--- src/rtl/nx_xrfb_fifo_ctrl.sv ---
// FIFO controller that uses an external NX_XRFB register file as storage.
// The output stage is a registered first-word-fall-through stage fed from the RF read port.
module nx_xrfb_fifo_ctrl #(
  parameter int WIDTH = 18,
  parameter int AW    = 6
) (
  input  logic             CK,
  input  logic             R,
  input  logic             S_VALID,
  output logic             S_READY,
  input  logic [WIDTH-1:0] S_DATA,
  output logic             M_VALID,
  input  logic             M_READY,
  output logic [WIDTH-1:0] M_DATA,
  output logic [AW:0]      LEVEL,
  output logic [AW-1:0]    RF_WA,
  output logic             RF_WE,
  output logic [WIDTH-1:0] RF_I,
  output logic [AW-1:0]    RF_RA,
  input  logic [WIDTH-1:0] RF_O
);
  localparam int DEPTH = 2 ** AW;
  localparam logic [AW:0] FULL_CNT = (AW+1)'(DEPTH);

  // Only the two geometries the XRFB primitive supports are legal.
  generate
    if (!((WIDTH == 18 && AW == 6) || (WIDTH == 36 && AW == 5))) begin : g_bad_cfg
      $error("nx_xrfb_fifo_ctrl: WIDTH/AW must be 18/6 or 36/5");
    end
  endgenerate

  logic [AW-1:0]    wr_ptr_reg;
  logic [AW-1:0]    rd_ptr_reg;
  logic [AW:0]      rf_cnt_reg;
  logic [AW:0]      rf_cnt_next;
  logic             m_valid_reg;
  logic [WIDTH-1:0] m_data_reg;
  logic             push;
  logic             load;

  // Readiness uses the registered count only, so a full RF never falls through on a load.
  always_comb begin
    S_READY     = !R && (rf_cnt_reg != FULL_CNT);
    push        = S_VALID && S_READY;
    load        = (rf_cnt_reg != '0) && (!m_valid_reg || M_READY);
    rf_cnt_next = rf_cnt_reg + {{AW{1'b0}}, push} - {{AW{1'b0}}, load};
  end

  assign RF_WE   = push;
  assign RF_WA   = wr_ptr_reg;
  assign RF_I    = S_DATA;
  assign RF_RA   = rd_ptr_reg;
  assign M_VALID = m_valid_reg;
  assign M_DATA  = m_data_reg;
  assign LEVEL   = rf_cnt_reg + {{AW{1'b0}}, m_valid_reg};

  always_ff @(posedge CK or posedge R) begin
    if (R) begin
      wr_ptr_reg  <= '0;
      rd_ptr_reg  <= '0;
      rf_cnt_reg  <= '0;
      m_valid_reg <= 1'b0;
      m_data_reg  <= '0;
    end else begin
      if (push) begin
        wr_ptr_reg <= wr_ptr_reg + AW'(1);
      end
      // A load refills the output register; otherwise a taken word just empties it.
      if (load) begin
        m_data_reg  <= RF_O;
        m_valid_reg <= 1'b1;
        rd_ptr_reg  <= rd_ptr_reg + AW'(1);
      end else if (m_valid_reg && M_READY) begin
        m_valid_reg <= 1'b0;
      end
      rf_cnt_reg <= rf_cnt_next;
    end
  end

endmodule

--- config.mk ---
export PLATFORM = sky130hd
export DESIGN_NAME = nx_xrfb_fifo_ctrl
export DESIGN_NICKNAME = d
export VERILOG_FILES = /design/src/rtl/nx_xrfb_fifo_ctrl.sv
export SDC_FILE = /design/constraint.sdc
export NUM_CORES = 1
export LEC_CHECK = 0
export CORE_MARGIN = 2
export CORE_UTILIZATION = 44
export CTS_CLUSTER_DIAMETER = 150
export DETAILED_ROUTE_END_ITERATION = 6
export GPL_TIMING_DRIVEN = 1
export PLACE_DENSITY = 0.86
export SYNTH_ARGS = -nofsm -noshare
export SYNTH_HDL_FRONTEND = slang
export SYNTH_SLANG_ARGS = --single-unit
--- constraint.sdc ---
create_clock -name CK -period 6.09 [get_ports CK]
set_input_delay 0.9135 -clock CK [delete_from_list [all_inputs] [get_ports CK]]
set_output_delay 0.9135 -clock CK [all_outputs]
set_load 0.02 [all_outputs]
==> results of run 1 <==
==> stage by stage <==
step                      hold slack (ns)  cells  setup slack, ns  util, %
after global placement              0.459    308             2.17     55.9
final                               0.472    316             2.38     58.0
after floorplan                     0.573    215             3.16        -
after global routing                0.485    316             1.94     58.0
after CTS                           0.475    316             2.29     58.0
after detailed placement            0.461    308             2.09     55.9
==> worst max-delay path, delay by kind of cell, from the launching register on <==
kind,cells,cell delay (ns)
compound gates,4,1.10
fa+ha+maj,4,1.12
buf+inv,4,0.57
flops,1,0.44
simple gates,2,0.34
==> layer usage <==
layer  vias to the layer above  wire, um
li1                        753         -
met1                       692      1680
met2                        48      1800
met3                         6       283
met4                         0        51
met5                         -         0
==> placed cells by master, fill, tap and decap left out, drive strengths merged <==
cell / n
or2: 1
nand2: 64
ha: 17
nor3: 3
and3: 1
nand2b: 2
o31ai: 1
nor2b: 2
nand3: 4
a21boi: 1
a211oi: 1
and2: 1
o21ai: 3
fa: 1
and4bb: 1
nor2: 4
xor2: 6
a21o: 1
and4: 1
buf: 1
inv: 15
nand4bb: 1
o221ai: 1
xnor2: 13
o211ai: 1
mux2: 1
dfrtp: 38
clkbuf: 6
nand4: 2
clkinvlp: 1
clkinv: 1
a21oi: 5
clkdlybuf4s50: 61
==> power groups by stage <==
stage	clock network, mW	registers, mW	logic (mW)
after global routing	0.199	0.448	0.792
after global placement	0	0.432	0.696
final	0.178	0.430	0.710
after floorplan	0	0.475	0.432
after detailed placement	0	0.434	0.713
after CTS	0.186	0.431	0.716
==> area by class of cell <==
class / count / share of cell area (%)
clock buffers: 6 / 3.06
clock inverters: 2 / 0.463
inverters: 15 / 2.08
multi-input cells: 139 / 33.8
flip-flops and latches: 38 / 35.2
well taps: 54 / 2.50
repair buffers: 62 / 22.9
==> Yosys cell counts (all sizes together) <==
| cell type | number |
|---|---|
| buf | 23 |
| and4bb | 1 |
| nand2 | 64 |
| and3 | 1 |
| and2 | 1 |
| or2 | 1 |
| o211ai | 1 |
| nor2 | 4 |
| xor2 | 6 |
| a21boi | 1 |
| xnor2 | 13 |
| o21ai | 3 |
| fa | 1 |
| nand3 | 4 |
| o221ai | 1 |
| nand2b | 2 |
| nand4bb | 1 |
| dfrtp | 38 |
| mux2 | 1 |
| inv | 15 |
| ha | 17 |
| a211oi | 1 |
| o31ai | 1 |
| a21oi | 5 |
| nand4 | 2 |
| and4 | 1 |
| nor2b | 2 |
| nor3 | 3 |
| a21o | 1 |
==> cell families (layout without fill, tap and decap cells) <==
logic type,count (synthesis),count (layout),share of synthesized area (%)
XOR/XNOR,19,19,7.91
multiplexers,1,1,0.535
adder cells (fa/ha/maj),18,18,11.1
AND/OR/NAND/NOR,87,87,18.3
AO/OA/AOI/OAI,14,14,5.65
flip-flops,38,38,45.2
buffers and inverters,38,85,11.4
==> worst paths after layout <==
kind | slack, ns | endpoint
min | 0.47 | RF_RA[5]
max reg2reg | 2.38 | rf_cnt_reg[6]
min reg2reg | 0.47 | RF_RA[5]
max in group asynchronous | 4.62 | rf_cnt_reg[6]
min in group asynchronous | 1.13 | RF_WA[2]
max | 2.38 | rf_cnt_reg[6]
==> results.cfg, run 1 <==
[logic_synthesis]
syn_avg_cell_area_um2 = 9.79
synth_top_area_cell = dfrtp_1
yosys.cell_types.count = 33
synthesis.area_um2 = 2100
ys_top_cells_by_area = dfrtp_1 (45%), nand2_1 (11%), ha_1 (10%), buf_4 (7.1%), xnor2_1 (5.4%)
yosys_warnings = 0
synth-seq-area-share_pct = 45.2
ys_seq_elements = 38
synthCells = 215
synth_nets = 273
synth_top_area_share_pct = 45.2

[sta]
slew_headroom_pct = 39.3
tightest_slew_ns = 0.911
finalCritPeriodShare_pct = 61.0
fin_worst_skew_ns = 0.00598
final_hold_viol_count = 0
drv_slew = 0
rsz0062_at_grt = no
setup-tns-final_ns = 0
period_needed_ns = 3.71
setup_viol = 0
clock.fmax_ghz = 0.269

[cells_and_area]
syn2layout_area_growth_pct = 28.4
drive_above_1_share_pct = 6.49
largest_reg_flops = 18
seq_area_um2 = 951
nNetsFinal = 319
n_fill_cell = 390
n_antenna_cell = 0
multi_input_comb_area_um2 = 913
final_cell_area_um2 = 2700

[floorplan]
core-area_um2 = 4660
die_area_um2 = 5350
fp-row-count = 25
die_y_um = 73.2
ios = 98
initial_core_util_pct = 45.2
dieWidth_um = 73.2

[routing]
routed_via_density = 4.74
num_vias = 1499
wirelength_mm = 3.82
drc_errors = 0
first_pass_iters = 4
first_iter_violations = 47
wire_per_inst_um = 12.1
ant_nets = 0

[global_routing]
grt_pass1_vias = 1483
antenna_found_initial = 0
grt_util_all_layers_pct = 16.0
use_met1_pct = 20.1
met2_usage_pct = 25.6
grt_start_max_net_pins = 39
busiest_layer = met2
gr-total-overflow = 0
gr-usage-met3_pct = 5.39
grt_pass1_wl_mm = 6.53

[clock_tree]
cts-root-buf = clkbuf_8
clockBufferDepth = 2
cts_resized = 0
cts_tree = done
clk_latency_ns = 0.29
cts_max_level = 2
numCtsBuffers = 5
cts_setup_buffers = 0
clk_pin_slew_ns = 0.08
cts_sinks = 38
ctsHoldBuffers = 0

[worst_setup_path]
cp_slowest_stage_delay_ns = 0.73
worst_setup_path_end_kind = flip-flop
rr_worst_depth = 14
rr_startpoint = rf_cnt_reg[4]
path_class = flip-flop to flip-flop
cp-startpoint = rf_cnt_reg[4]
worstPathArrival_ns = 3.88
startpoint_type = flip-flop
crit_slowest_cell = o21ai_2
crit_chain = inv_1 > ha_1 > nand4bb_1 > o21ai_2 > inv_2 > ha_1 > inv_1 > ha_1 > inv_1 > fa_1 > nor2b_1 > o221ai_2 > a21oi_1 > o211ai_1
crit_path_max_fanout = 23
critPathRequiredTime_ns = 6.25

[placement]
finalWeightedCongestion = 0.820
place_area_um2 = 2610
io_buffers = 61
hpwl_mm = 2.87

[pwr]
sw_frac_of_total_pct = 40.9
p_seq_share_pct = 32.6
vdd_drop_max_mv = 0.220
p_sw_mw = 0.539
power.total_mw = 1.32
power_frac_clock_pct = 13.5
p_leak_nw = 1.28
power_frac_comb_pct = 53.9
p_int_mw = 0.779
powerDensity_nw_per_um2 = 488

[run_status]
outcome = completed

[min_path]
min-delay-start = RF_RA[5]
hold_depth = 1
hold_path_class = flip-flop to flip-flop

[job]
maxCapViolCount = 0
Power figures use the tool's default switching activity.
==> inputs of run 2 (changes only) <==
--- a/config.mk
+++ b/config.mk
@@ -6,11 +6,11 @@
 export NUM_CORES = 1
 export LEC_CHECK = 0
 export CORE_MARGIN = 2
-export CORE_UTILIZATION = 44
+export CORE_UTILIZATION = 37
 export CTS_CLUSTER_DIAMETER = 150
 export DETAILED_ROUTE_END_ITERATION = 6
 export GPL_TIMING_DRIVEN = 1
-export PLACE_DENSITY = 0.86
+export PLACE_DENSITY = 0.77
 export SYNTH_ARGS = -nofsm -noshare
 export SYNTH_HDL_FRONTEND = slang
 export SYNTH_SLANG_ARGS = --single-unit
==> constraint.sdc (replaced) <==
create_clock -name CK -period 3.4 [get_ports CK]
set_input_delay 0.51 -clock CK [delete_from_list [all_inputs] [get_ports CK]]
set_output_delay 0.51 -clock CK [all_outputs]
set_load 0.02 [all_outputs]
==> run 2 against run 1 <==
Against the previous run: worst hold slack improved by 0.0061 ns; final cell count is 6.6% higher; maximum frequency is 31% higher; register-to-register slack worse by 1.8 ns; sequential power grew 77%; largest cell class unchanged; flip-flop and latch count is the same; count of clock-buffer cells in the layout down 1.
==> results.cfg, run 2 (synthesis gave the netlist of run 1 again) <==
[cells_and_area]
final_cell_mix = nand2_1 (64), clkdlybuf4s50_1 (61), dfrtp_1 (38)
final_util_pct = 50.6
n_antenna_cell = 0
drive_above_1_share_pct = 7.55
largest_reg_flops = 18
n_fill_cell = 514
syn2layout_area_growth_pct = 32.5
layout_commonest_cell = nand2_1
nNetsFinal = 322

[run_status]
outcome = completed

[floorplan]
initial_core_util_pct = 38.2
core-area_um2 = 5510
die_area_um2 = 6310
fp-row-count = 27
die_y_um = 79.4
dieWidth_um = 79.4
ios = 98

[worst_setup_path]
crit_path_max_fanout = 5
path_class = flip-flop to flip-flop
r2r_setup_slack_ns = 0.58
timing.rr.end = rf_cnt_reg[6]
critPathRequiredTime_ns = 3.56
worstPathArrival_ns = 2.99
cp-startpoint = rf_cnt_reg[2]
startpoint_type = flip-flop
worst_setup_path_end_kind = flip-flop
rr_startpoint = rf_cnt_reg[2]
cp-endpoint = rf_cnt_reg[6]
rr_worst_depth = 14

[routing]
first_pass_iters = 4
drc_errors = 0
ant_nets = 0
num_vias = 1539
wire_per_inst_um = 12.5
first_iter_violations = 76
wirelength_mm = 4.20
routed_via_density = 4.57

[sta]
drv_slew = 0
period_needed_ns = 2.82
setup_viol = 0
setup_ws_ns = 0.575
clock.fmax_ghz = 0.354
rsz0062_at_grt = no
finalCritPeriodShare_pct = 83.1
tightest_slew_ns = 0.653
slew_headroom_pct = 56.4
fin_worst_skew_ns = 0.00384
final_hold_viol_count = 0
setup-tns-final_ns = 0

[global_routing]
met2_usage_pct = 25.2
antenna_found_initial = 0
gr-usage-met3_pct = 3.73
grt_util_all_layers_pct = 14.2
grt_pass1_wl_mm = 7.18
use_met1_pct = 17.3
gr-total-overflow = 0
grt_pass1_vias = 1599
grt_start_max_net_pins = 23
busiest_layer = met2

[placement]
finalWeightedCongestion = 0.786
dp_slack_ns = 0.487
io_buffers = 61
hpwl_mm = 3.17

[clock_tree]
ctsHoldBuffers = 0
numCtsBuffers = 5
clk_latency_ns = 0.28
cts_tree = done
cts-root-buf = clkbuf_8
cts_resized = 0
cts_sinks = 38
cts_setup_buffers = 0
cts_max_level = 2
clk_pin_slew_ns = 0.08
clockBufferDepth = 2

[pwr]
p_leak_nw = 1.31
vdd_drop_max_mv = 0.464
p_seq_share_pct = 30.0
power_frac_comb_pct = 51.8
powerDensity_nw_per_um2 = 908
p_int_mw = 1.54
power_frac_clock_pct = 18.2
power.total_mw = 2.53
p_sw_mw = 0.993
sw_frac_of_total_pct = 39.2

[min_path]
hold_path_class = flip-flop to flip-flop

[job]
maxCapViolCount = 0
[run 2: per-layer routing]
layer,vias to the layer above,share of wire (%)
met3,2,5.5
met5,-,0
met1,729,44
li1,760,-
met4,0,0.31
met2,48,50
[run 2: cell type report]
class | count | area, um2 | area share, %
clock buffers | 5 | 68.8 | 2.47
multi-input cells | 139 | 913 | 32.8
repair buffers | 65 | 641 | 23.0
flip-flops and latches | 38 | 951 | 34.1
well taps | 72 | 90.1 | 3.23
clock inverters | 3 | 68.8 | 2.47
inverters | 15 | 56.3 | 2.02
[run 2: worst min-delay path by stage]
stage                  to  cells after the start  slack [ns]     startpoint
2_1_floorplan     M_VALID                      3        0.57  rf_cnt_reg[6]
3_3_place_gp   M_DATA[17]                      2        0.46     M_DATA[17]
3_5_place_dp   M_DATA[12]                      2        0.46     M_DATA[12]
4_1_cts        M_DATA[12]                      2        0.48     M_DATA[12]
5_1_grt         M_DATA[0]                      2        0.51      M_DATA[0]
6_report        M_DATA[4]                      2        0.48      M_DATA[4]
[run 2: power by group through the flow]
stage / Combinational, mW / Clock (mW) / Sequential, mW
after floorplan: 0.773 / 0 / 0.850
after global placement: 1.29 / 0 / 0.763
after detailed placement: 1.33 / 0 / 0.770
after CTS: 1.33 / 0.474 / 0.764
after global routing: 1.46 / 0.490 / 0.786
final: 1.31 / 0.460 / 0.761
[run 2: critical path, stage by stage (launching register included)]
cell	delay, ns
dfrtp_1	0.46
inv_1	0.12
ha_1	0.19
nand4bb_1	0.15
o21ai_2	0.18
inv_2	0.05
ha_1	0.26
inv_1	0.06
ha_1	0.18
inv_1	0.07
fa_1	0.40
nor2b_1	0.20
o221ai_2	0.15
a21oi_1	0.15
o211ai_1	0.10
[run 2: through the flow]
step                cells  area, um2  hold slack (ns)
finish                337       2790            0.478
global route          337       2790            0.506
detailed placement    329       2650            0.464
global placement      329       2650            0.458
floorplan             215       2100            0.573
CTS                   337       2790            0.484
==> inputs of run 3 (changes only) <==
--- a/config.mk
+++ b/config.mk
@@ -6,11 +6,11 @@
 export NUM_CORES = 1
 export LEC_CHECK = 0
 export CORE_MARGIN = 2
-export CORE_UTILIZATION = 37
+export CORE_UTILIZATION = 41
 export CTS_CLUSTER_DIAMETER = 150
 export DETAILED_ROUTE_END_ITERATION = 6
 export GPL_TIMING_DRIVEN = 1
-export PLACE_DENSITY = 0.77
+export PLACE_DENSITY = 0.81
 export SYNTH_ARGS = -nofsm -noshare
 export SYNTH_HDL_FRONTEND = slang
 export SYNTH_SLANG_ARGS = --single-unit
==> constraint.sdc (replaced) <==
create_clock -name CK -period 2.86 [get_ports CK]
set_input_delay 0.429 -clock CK [delete_from_list [all_inputs] [get_ports CK]]
set_output_delay 0.429 -clock CK [all_outputs]
set_load 0.02 [all_outputs]
==> run 3 against run 2 <==
Against the previous run: combinational power is 27% higher; final cell count grew 1.2%; register-to-register slack got worse by 0.40 ns; via count increased by 0.52%; maximum frequency increased by 5.1%; sequential share of layout area down 0.65 points; worst hold slack worse by 0.011 ns; count of clock-buffer cells in the layout is 1 higher; clock power grew 22%; global-route usage rose by 1.1 points; total power rose by 23%; cell area is 2.2% higher.
==> results.cfg, run 3 (synthesis gave the netlist of run 1 again) <==
[run_status]
outcome = completed

[min_path]
hold_path_class = flip-flop to flip-flop

[worst_setup_path]
cp_slowest_stage_delay_ns = 0.43
crit_path_max_fanout = 4
crit_chain = inv_1 > ha_2 > nand4bb_1 > o21ai_2 > inv_2 > ha_1 > inv_1 > ha_1 > inv_1 > fa_2 > nor2b_2 > o221ai_2 > a21oi_2 > o211ai_1
crit_buf_inv = 4
cpLargestDelayFamily = adder cells
startpoint_type = flip-flop
critPathRequiredTime_ns = 3.02
crit_slowest_cell = dfrtp_1
crit_top_cell = inv_1
worst_setup_path_end_kind = flip-flop
path_class = flip-flop to flip-flop
worstPathArrival_ns = 2.84

[clock_tree]
ctsHoldBuffers = 0
cts-root-buf = clkbuf_8
clk_latency_ns = 0.29
clockBufferDepth = 2
cts_tree = done
numCtsBuffers = 5
cts_sinks = 38
clk_pin_slew_ns = 0.08
cts_max_level = 2

[pwr]
vdd_drop_max_mv = 0.538
powerDensity_nw_per_um2 = 1090
power.total_mw = 3.11
p_leak_nw = 1.34

[sta]
final_hold_viol_count = 0
drv_slew = 0
clock.fmax_ghz = 0.372
fin_worst_skew_ns = 0.0105
rsz0062_at_grt = no
period_needed_ns = 2.69
setup_ws_ns = 0.173
slew_headroom_pct = 81.5
finalCritPeriodShare_pct = 93.9
tightest_slew_ns = 0.276
setup_viol = 0
setup-tns-final_ns = 0

[placement]
hpwl_mm = 3.09
dp_slack_ns = 0.0407
io_buffers = 61
dp_cells = 330
finalWeightedCongestion = 0.839

[floorplan]
die_area_um2 = 5720
core-area_um2 = 5040
initial_core_util_pct = 41.7
ios = 98
dieWidth_um = 75.6
fp-row-count = 26
die_y_um = 75.6

[cells_and_area]
largest_reg_flops = 18
final_cells = 341
final_util_pct = 56.5
layout_commonest_cell = nand2_1
syn2layout_area_growth_pct = 35.4
final_cell_mix = nand2_1 (64), clkdlybuf4s50_1 (61), dfrtp_1 (36)
drive_above_1_share_pct = 11.8
nNetsFinal = 328
n_antenna_cell = 0

[global_routing]
busiest_layer = met2
met2_usage_pct = 25.2
use_met1_pct = 18.3
antenna_found_initial = 0
grt_start_max_net_pins = 23
grt_util_all_layers_pct = 15.3
grt_pass1_vias = 1477
gr-usage-met3_pct = 5.42
gr-total-overflow = 0
grt_pass1_wl_mm = 6.54

[routing]
wirelength_mm = 4.09
wire_per_inst_um = 12.0
ant_nets = 0
num_vias = 1547
drc_errors = 0
first_iter_violations = 84
first_pass_iters = 4
routed_via_density = 4.54

[job]
maxCapViolCount = 0
run 3: layout make-up:
type	instances	area (um2)
clock buffer	6	82.6
clock inverter	2	60.1
fill	455	2190
inverter	15	56.3
multi-input combinational	139	925
sequential	38	953
tap	70	87.6
timing repair buffer	71	686
run 3: power by group:
group          leakage, nW  switching (mW)  internal [mW]
clock network       0.0714           0.190          0.372
registers            0.454           0.161          0.717
logic                0.815           0.851          0.818
total                 1.34            1.20           1.91
run 3: worst reg2reg max path: stages, from the launching register on:
cell and delay (ns):
dfrtp_1 0.43, inv_1 0.10, ha_2 0.19, nand4bb_1 0.14
o21ai_2 0.19, inv_2 0.05, ha_1 0.26, inv_1 0.06
ha_1 0.17, inv_1 0.06, fa_2 0.36, nor2b_2 0.17
o221ai_2 0.14, a21oi_2 0.14, o211ai_1 0.11
run 3: metal layers:
layer / vias up / routed length, um / part of all wire, %
met4: 0 / 34 / 0.83
met5: - / 0 / 0
li1: 771 / - / -
met2: 54 / 1930 / 47
met1: 720 / 1790 / 44
met3: 2 / 332 / 8.1
run 3: metrics by stage:
step           instance area (um2)  hold WS (ns)
3_3_place_gp                  2670         0.457
3_5_place_dp                  2670         0.462
5_1_grt                       2850         0.501
2_1_floorplan                 2100         0.534
6_report                      2850         0.467
4_1_cts                       2810         0.473
run 3: final timing paths:
| path | from | endpoint | slack, ns | depth (start not counted) |
|---|---|---|---|---|
| max in group asynchronous | R | M_DATA[9] | 2.04 | 3 |
| min in group asynchronous | R | rf_cnt_reg[6] | 0.57 | 3 |
| max | rf_cnt_reg[5] | rf_cnt_reg[6] | 0.17 | 14 |
| min reg2reg | RF_RA[5] | RF_RA[5] | 0.47 | 1 |
| max reg2reg | rf_cnt_reg[5] | rf_cnt_reg[6] | 0.17 | 14 |
| min | RF_RA[5] | RF_RA[5] | 0.47 | 1 |
run 3: repair_timing:
action / CTS / global route
setup buffers: 0 / 3
resized for setup: 0 / 6
endpoints found under the setup margin: 0 / 2
